File: config.mk
export PLATFORM = sky130hd
export DESIGN_NAME = slider_puzzle_rc_flat
export DESIGN_NICKNAME = d
export VERILOG_FILES = /design/src/rtl/slider_puzzle_rc_pkg.sv /design/src/rtl/slider_puzzle_rc_if.sv /design/src/rtl/slider_puzzle_rc_goal_check.sv /design/src/rtl/slider_puzzle_rc.sv /design/src/flat_wrapper.sv
export SDC_FILE = /design/constraint.sdc
export NUM_CORES = 1
export LEC_CHECK = 0
export CAP_MARGIN = 5
export CORE_MARGIN = 1
export CORE_UTILIZATION = 43
export DETAILED_ROUTE_END_ITERATION = 16
export GPL_TIMING_DRIVEN = 0
export PLACE_DENSITY = 0.67
export SYNTH_ARGS = -nofsm -noshare
export SYNTH_HDL_FRONTEND = slang
export SYNTH_SLANG_ARGS = --single-unit
export TNS_END_PERCENT = 20
File: constraint.sdc
create_clock -name clock -period 2.47 [get_ports clock]
set_input_delay 0.494 -clock clock [delete_from_list [all_inputs] [get_ports clock]]
set_output_delay 0.494 -clock clock [all_outputs]
set_load 0.03 [all_outputs]
File: src/rtl/slider_puzzle_rc_pkg.sv
// Shared types and helpers for the sliding-tile puzzle engine.
package slider_pkg;

  // Direction the blank travels.
  typedef enum logic [1:0] {
    UP    = 2'd0,
    DOWN  = 2'd1,
    LEFT  = 2'd2,
    RIGHT = 2'd3
  } dir_t;

  // Engine phases: IDLE accepts a request, EXEC applies it.
  typedef enum logic {
    IDLE = 1'b0,
    EXEC = 1'b1
  } state_t;

  // Row-major cell index.
  function automatic int cell_idx(input int row, input int col, input int cols);
    return row * cols + col;
  endfunction

  // Tile expected at a cell in the solved arrangement (blank in the last cell).
  function automatic int goal_tile(input int idx, input int n);
    return (idx == n - 1) ? 0 : idx + 1;
  endfunction

endpackage

File: src/rtl/slider_puzzle_rc_if.sv
// Move handshake, debug load/read and status bundle for slider_puzzle_rc.
interface slider_puzzle_rc_if #(
  parameter int ROWS  = 2,
  parameter int COLS  = 4,
  parameter int CNT_W = 16
);
  localparam int N  = ROWS * COLS;
  localparam int AW = $clog2(N);
  localparam int TW = $clog2(N);
  localparam int RW = (ROWS > 1) ? $clog2(ROWS) : 1;
  localparam int CW = (COLS > 1) ? $clog2(COLS) : 1;

  logic             move_valid;
  logic [1:0]       move_dir;
  logic             move_ready;
  logic             move_done;
  logic             move_illegal;
  logic             cfg_we;
  logic [AW-1:0]    cfg_addr;
  logic [TW-1:0]    cfg_data;
  logic [AW-1:0]    rd_addr;
  logic [TW-1:0]    rd_data;
  logic [RW-1:0]    blank_row;
  logic [CW-1:0]    blank_col;
  logic [CNT_W-1:0] move_count;
  logic             solved;

  modport slave (
    input  move_valid, move_dir, cfg_we, cfg_addr, cfg_data, rd_addr,
    output move_ready, move_done, move_illegal, rd_data,
           blank_row, blank_col, move_count, solved
  );

  modport master (
    output move_valid, move_dir, cfg_we, cfg_addr, cfg_data, rd_addr,
    input  move_ready, move_done, move_illegal, rd_data,
           blank_row, blank_col, move_count, solved
  );
endinterface

File: src/rtl/slider_puzzle_rc_goal_check.sv
// Combinational comparison of the whole board against the solved arrangement.
module slider_goal_check
  import slider_pkg::*;
#(
  parameter  int ROWS = 2,
  parameter  int COLS = 4,
  localparam int N    = ROWS * COLS,
  localparam int TW   = $clog2(N)
) (
  input  logic [N*TW-1:0] board_flat,
  output logic            match
);

  logic [N-1:0] hit;

  genvar gi;
  generate
    for (gi = 0; gi < N; gi++) begin : g_cell
      assign hit[gi] = (board_flat[gi*TW +: TW] == TW'(goal_tile(gi, N)));
    end
  endgenerate

  assign match = &hit;

endmodule

File: src/rtl/slider_puzzle_rc.sv
// R x C sliding-tile puzzle engine: board registers, blank tracking, move FSM,
// saturating move counter, registered solved flag and a debug load/read port.
module slider_puzzle_rc
  import slider_pkg::*;
#(
  parameter int ROWS  = 2,
  parameter int COLS  = 4,
  parameter int CNT_W = 16
) (
  input logic          clock,
  input logic          reset_n,
  slider_puzzle_rc_if.slave bus
);

  localparam int N  = ROWS * COLS;
  localparam int AW = $clog2(N);
  localparam int TW = $clog2(N);
  localparam int RW = (ROWS > 1) ? $clog2(ROWS) : 1;
  localparam int CW = (COLS > 1) ? $clog2(COLS) : 1;
  localparam logic [AW:0] N_L = (AW+1)'(N);

  logic [TW-1:0]    board_q [N];
  logic [TW-1:0]    board_d [N];
  state_t           state_q, state_d;
  dir_t             dir_q, dir_d;
  logic [RW-1:0]    brow_q, brow_d;
  logic [CW-1:0]    bcol_q, bcol_d;
  logic [CNT_W-1:0] cnt_q, cnt_d;
  logic             solved_q, solved_d;
  logic             done_q, done_d;
  logic             illegal_q, illegal_d;

  logic [N*TW-1:0]  board_flat;
  logic             goal_match;
  logic             legal;
  logic [RW-1:0]    tgt_row;
  logic [CW-1:0]    tgt_col;
  logic [AW-1:0]    blank_idx;
  logic [AW-1:0]    tgt_idx;

  genvar gi;
  generate
    for (gi = 0; gi < N; gi++) begin : g_flat
      assign board_flat[gi*TW +: TW] = board_q[gi];
    end
  endgenerate

  slider_goal_check #(.ROWS(ROWS), .COLS(COLS)) u_goal (
    .board_flat (board_flat),
    .match      (goal_match)
  );

  assign blank_idx = AW'(cell_idx(int'(brow_q), int'(bcol_q), COLS));
  assign tgt_idx   = AW'(cell_idx(int'(tgt_row), int'(tgt_col), COLS));

  // Next-state: request latch in IDLE, move evaluation in EXEC, debug writes when idle.
  always_comb begin
    state_d   = state_q;
    dir_d     = dir_q;
    brow_d    = brow_q;
    bcol_d    = bcol_q;
    cnt_d     = cnt_q;
    board_d   = board_q;
    done_d    = 1'b0;
    illegal_d = 1'b0;
    // Solved reflects the board as it stood one edge earlier.
    solved_d  = goal_match;
    legal     = 1'b0;
    tgt_row   = brow_q;
    tgt_col   = bcol_q;

    case (state_q)
      IDLE: begin
        if (bus.move_valid) begin
          dir_d   = dir_t'(bus.move_dir);
          state_d = EXEC;
        end else if (bus.cfg_we && ({1'b0, bus.cfg_addr} < N_L)) begin
          board_d[bus.cfg_addr] = bus.cfg_data;
          // Writing a zero relocates the blank; no search of the board needed.
          if (bus.cfg_data == '0) begin
            brow_d = RW'(int'(bus.cfg_addr) / COLS);
            bcol_d = CW'(int'(bus.cfg_addr) % COLS);
          end
        end
      end
      EXEC: begin
        state_d = IDLE;
        case (dir_q)
          UP:    if (brow_q != '0)           begin legal = 1'b1; tgt_row = brow_q - RW'(1); end
          DOWN:  if (brow_q < RW'(ROWS - 1)) begin legal = 1'b1; tgt_row = brow_q + RW'(1); end
          LEFT:  if (bcol_q != '0)           begin legal = 1'b1; tgt_col = bcol_q - CW'(1); end
          RIGHT: if (bcol_q < CW'(COLS - 1)) begin legal = 1'b1; tgt_col = bcol_q + CW'(1); end
          default: legal = 1'b0;
        endcase
        if (legal) begin
          board_d[blank_idx] = board_q[tgt_idx];
          board_d[tgt_idx]   = '0;
          brow_d             = tgt_row;
          bcol_d             = tgt_col;
          cnt_d              = (&cnt_q) ? cnt_q : cnt_q + CNT_W'(1);
          done_d             = 1'b1;
        end else begin
          illegal_d = 1'b1;
        end
      end
      default: state_d = IDLE;
    endcase
  end

  // State register; async reset restores the scrambled start board.
  always_ff @(posedge clock or negedge reset_n) begin
    if (!reset_n) begin
      for (int i = 0; i < N; i++) begin
        board_q[i] <= TW'(N - 1 - i);
      end
      state_q   <= IDLE;
      dir_q     <= UP;
      brow_q    <= RW'(ROWS - 1);
      bcol_q    <= CW'(COLS - 1);
      cnt_q     <= '0;
      solved_q  <= 1'b0;
      done_q    <= 1'b0;
      illegal_q <= 1'b0;
    end else begin
      board_q   <= board_d;
      state_q   <= state_d;
      dir_q     <= dir_d;
      brow_q    <= brow_d;
      bcol_q    <= bcol_d;
      cnt_q     <= cnt_d;
      solved_q  <= solved_d;
      done_q    <= done_d;
      illegal_q <= illegal_d;
    end
  end

  assign bus.move_ready   = (state_q == IDLE);
  assign bus.move_done    = done_q;
  assign bus.move_illegal = illegal_q;
  assign bus.rd_data      = ({1'b0, bus.rd_addr} < N_L) ? board_q[bus.rd_addr] : '0;
  assign bus.blank_row    = brow_q;
  assign bus.blank_col    = bcol_q;
  assign bus.move_count   = cnt_q;
  assign bus.solved       = solved_q;

endmodule

File: src/flat_wrapper.sv
// flat-port wrapper written by rule: the top's interface ports become plain ports
module slider_puzzle_rc_flat import slider_pkg::*;
#(
  parameter int ROWS  = 2,
  parameter int COLS  = 4,
  parameter int CNT_W = 16
)
  (clock, reset_n, bus_move_valid, bus_move_dir, bus_cfg_we, bus_cfg_addr, bus_cfg_data, bus_rd_addr, bus_move_ready, bus_move_done, bus_move_illegal, bus_rd_data, bus_blank_row, bus_blank_col, bus_move_count, bus_solved);
  slider_puzzle_rc_if #(.ROWS(ROWS), .COLS(COLS), .CNT_W(CNT_W)) bus_i ();
  input logic clock;
  input logic reset_n;
  input wire logic [$bits(bus_i.move_valid)-1:0] bus_move_valid;
  input wire logic [$bits(bus_i.move_dir)-1:0] bus_move_dir;
  input wire logic [$bits(bus_i.cfg_we)-1:0] bus_cfg_we;
  input wire logic [$bits(bus_i.cfg_addr)-1:0] bus_cfg_addr;
  input wire logic [$bits(bus_i.cfg_data)-1:0] bus_cfg_data;
  input wire logic [$bits(bus_i.rd_addr)-1:0] bus_rd_addr;
  output wire logic [$bits(bus_i.move_ready)-1:0] bus_move_ready;
  output wire logic [$bits(bus_i.move_done)-1:0] bus_move_done;
  output wire logic [$bits(bus_i.move_illegal)-1:0] bus_move_illegal;
  output wire logic [$bits(bus_i.rd_data)-1:0] bus_rd_data;
  output wire logic [$bits(bus_i.blank_row)-1:0] bus_blank_row;
  output wire logic [$bits(bus_i.blank_col)-1:0] bus_blank_col;
  output wire logic [$bits(bus_i.move_count)-1:0] bus_move_count;
  output wire logic [$bits(bus_i.solved)-1:0] bus_solved;
  assign bus_i.move_valid = bus_move_valid;
  assign bus_i.move_dir = bus_move_dir;
  assign bus_i.cfg_we = bus_cfg_we;
  assign bus_i.cfg_addr = bus_cfg_addr;
  assign bus_i.cfg_data = bus_cfg_data;
  assign bus_i.rd_addr = bus_rd_addr;
  assign bus_move_ready = bus_i.move_ready;
  assign bus_move_done = bus_i.move_done;
  assign bus_move_illegal = bus_i.move_illegal;
  assign bus_rd_data = bus_i.rd_data;
  assign bus_blank_row = bus_i.blank_row;
  assign bus_blank_col = bus_i.blank_col;
  assign bus_move_count = bus_i.move_count;
  assign bus_solved = bus_i.solved;
  slider_puzzle_rc #(.ROWS(ROWS), .COLS(COLS), .CNT_W(CNT_W)) u_core (.clock(clock), .reset_n(reset_n), .bus(bus_i));
endmodule
==> results.sh <==
export IMPL_status="finished clean"
export IMPL_rows=31
export IMPL_final_cell_mix="nand2_1 (45), dfrtp_1 (34), clkdlybuf4s50_1 (32)"
export IMPL_yosysUniqueCellTypes=63
export IMPL_vias=3287
export IMPL_end_kind="flop"
export IMPL_power_density_mw_per_mm2=1100
export IMPL_drc=0
export IMPL_power_share_clock_pct=11.6
export IMPL_vias_per_cell=6.24
export IMPL_numCtsBuffers=5
export IMPL_die_x_um=89.4
export IMPL_final_cells=527
export IMPL_area_growth_pct=25.4
export IMPL_h_tree_depth=2
export IMPL_fmax_ghz=0.411
export IMPL_synth_main_ff_cell="dfrtp_1"
export IMPL_grt_pass1_vias=3098
export IMPL_diodes=0
export IMPL_io_pin_count=41
export IMPL_switching_share_pct=45.6
export IMPL_pre_cts_slack_ns=-0.334
export IMPL_leakage_nw=1.61
export IMPL_wirelength_um=10300
export IMPL_final_layout_size_suffix_gt1_share_pct=19.4
export IMPL_die_height_um=89.4
export IMPL_port_buffers=38
export IMPL_start_util_pct=44.8
export IMPL_cap_viol_max_count=0
export IMPL_tightestPinTransition_ns=0.564
export IMPL_p_seq_share_pct=33.4
export IMPL_final_min_period_over_clock_period_pct=98.6
export IMPL_synth_cells=368
export IMPL_arrival_ns=2.66
export IMPL_grt_pass1_wl_um=16200
export IMPL_clock_latency_ns=0.31
export IMPL_final_common_cell="nand2_1"
export IMPL_vdd_ir_drop_max_uv=487
export IMPL_grt_ovfl_total=0
export IMPL_synth_edf_count=0
export IMPL_syn_area_mm2=0.00329
export IMPL_place_gp_congestion=0.948
export IMPL_cts_buffer_depth=2
export IMPL_cts_hold_buf=0
export IMPL_cp_required_ns=2.70
export IMPL_drtAntennaViolNets=0
export IMPL_ff2ff_path_depth=6
export IMPL_core_area_mm2=0.00733
export IMPL_path_class="reg2reg"
export IMPL_synth_fa_ha_area_share_pct=0.381
export IMPL_endpoint="u_core.board_flat[11]"
export IMPL_grt_max_degree=26
export IMPL_setup_slack_ns=0.0346
export IMPL_skew_ns=0.0101
export IMPL_ys_seq_area_share_pct=37.9
export IMPL_fin_crit_ns=2.44
export IMPL_setup_viol=0
export IMPL_synthesis_nets=384
export IMPL_p_sw_mw=2.07
export IMPL_grt_setup_unrepaired="yes"
export IMPL_r2r_slack_ns=0.03
export IMPL_drt_iter0_drc=338
export IMPL_nNetsFinal=443
export IMPL_dr_pass1_iters=8
export IMPL_synthSimpleGateAreaFrac_pct=24.9
export IMPL_combPwrFrac_pct=55.0
export IMPL_hold_class="in2async"
export IMPL_dieArea_mm2=0.00800
export IMPL_antenna_found_initial=0
export IMPL_cts_clk_slew_worst_paths_ns=0.10
export IMPL_cts_sinks=49
export IMPL_nFillCells=652
export IMPL_p_int_mw=2.48
export IMPL_use_met2_pct=42.0
export IMPL_setup_tns_ns=0
export IMPL_met3_usage_pct=4.43
export IMPL_synth_warnings=0
export IMPL_crit_fanout=6
export IMPL_clock_root_buffer="clkbuf_8"
export IMPL_avgSynthCellArea_um2=8.93
export IMPL_rr_endpoint="u_core.board_flat[11]"
export IMPL_drv_slew=0
export IMPL_grt_busiest_layer="met2"
export IMPL_synth_top_family_by_area="simple AND/OR/NAND/NOR gates"
export IMPL_synthMuxAreaShare_pct=6.78
export IMPL_grt_util_met1_pct=38.0
export IMPL_async_flop_share_pct=100
export IMPL_cts_tree="done"
export IMPL_rr_startpoint="u_core.bus.blank_row"
export IMPL_synth_compound_area_share_pct=20.7
export IMPL_crit_path_start_kind="flop"
export IMPL_grt_use_total_pct=27.1
export IMPL_slew_headroom_pct=62.4
export IMPL_crit_path_start="u_core.bus.blank_row"
export IMPL_wire_per_inst_um=19.6
export IMPL_final_hold_viol_count=0
export IMPL_synth_seq_cells=49
export IMPL_hpwl_um=7560
export IMPL_dp_cells=506
export IMPL_synthXorXnorAreaFrac_pct=4.53
layer usage:
metal	wire [um]	up-vias
met5	0	-
met4	388	0
met3	762	35
met2	4600	170
met1	4570	1583
li1	-	1499
synth_stat cells (3+ instances only):
cell,n,area (um2)
o221ai_1,16,140
nor4_1,4,25.0
nor3_1,8,40.0
dfstp_2,15,394
nand2_1,45,169
buf_2,10,50.1
nor2_1,27,101
xnor2_1,14,123
a22oi_1,8,60.1
dfrtp_1,34,851
and2_1,3,18.8
and3_1,7,43.8
nand3_1,12,60.1
inv_1,15,56.3
o32ai_1,3,26.3
or3_1,5,31.3
xor2_1,3,26.3
o21ai_0,18,90.1
clkbuf_1,7,26.3
nand4_1,11,68.8
mux2_2,6,67.6
nand2b_1,10,62.6
mux4_2,6,135
nor2b_1,9,56.3
a31oi_1,6,37.5
a21oi_1,15,75.1
cells by family (layout without fill, tap and decap cells):
| family | after synthesis | after routing |
|---|---|---|
| buf+inv | 36 | 96 |
| simple gates | 156 | 156 |
| mux | 14 | 14 |
| fa+ha+maj | 1 | 1 |
| xor+xnor | 17 | 17 |
| compound gates | 95 | 95 |
| flops | 49 | 49 |
cell type report:
class / count / area (um2) / area share (%)
Inverter: 16 / 60.1 / 1.46
Multi-Input combinational cell: 283 / 1980 / 48.1
Sequential cell: 49 / 1240 / 30.2
Tap cell: 99 / 124 / 3.01
Buffer: 19 / 116 / 2.82
Timing Repair Buffer: 53 / 495 / 12.0
Clock inverter: 2 / 16.3 / 0.395
Clock buffer: 6 / 82.6 / 2.00
registers in the layout (all words and copies together), names as in the netlist:
| signal | flops |
|---|---|
| u_core.board_flat | 24 |
| u_core.bus.move_illegal | 1 |
| u_core.bus.blank_col | 2 |
| u_core.bus.solved | 1 |
| u_core.dir_q | 2 |
| u_core.state_q | 1 |
| u_core.bus.blank_row | 1 |
| u_core.bus.move_done | 1 |
| u_core.bus.move_count | 16 |
metrics by stage:
| stage | util [%] | power (mW) | area, um2 | hold slack [ns] |
|---|---|---|---|---|
| after floorplan | - | 2.87 | 3290 | 0.198 |
| after global placement | 51.7 | 3.61 | 3790 | 0.485 |
| after detailed placement | 51.9 | 3.64 | 3800 | 0.479 |
| after CTS | 53.9 | 4.25 | 3950 | 0.180 |
| after global routing | 56.2 | 4.79 | 4120 | 0.201 |
| final | 56.2 | 4.55 | 4120 | 0.161 |
critical path, stage by stage, from the launching register on:
cell and delay (ns):
dfstp_2 0.61, nor2b_1 0.12, and2_1 0.20, o31ai_4 0.33
buf_4 0.18, or4b_2 0.66, o221ai_1 0.23
how the worst min path moves through the flow:
stage,startpoint,end,slack [ns],cells past startpoint
3_5_place_dp,u_core.bus.move_count[9],u_core.bus.move_count[9],0.48,1
4_1_cts,reset_n,u_core.bus.move_done,0.18,1
2_1_floorplan,reset_n,u_core.board_flat[10],0.20,0
5_1_grt,reset_n,u_core.bus.move_done,0.20,1
6_report,reset_n,u_core.bus.move_count[15],0.16,1
3_3_place_gp,u_core.bus.move_count[13],u_core.bus.move_count[13],0.49,1
power by group through the flow:
stage               Sequential [mW]  Clock, mW  Combinational (mW)
global route                   1.54      0.568                2.68
floorplan                      1.50          0                1.37
detailed placement             1.51          0                2.13
CTS                            1.50      0.537                2.22
global placement               1.51          0                2.10
finish                         1.52      0.526                2.51
what timing repair did:
item | CTS | global route
buffers inserted | 2 | 12
resized for setup | 12 | 17
setup endpoints to repair | 27 | 38
pin swaps | 4 | 4
(Power assumes the default switching activity.)
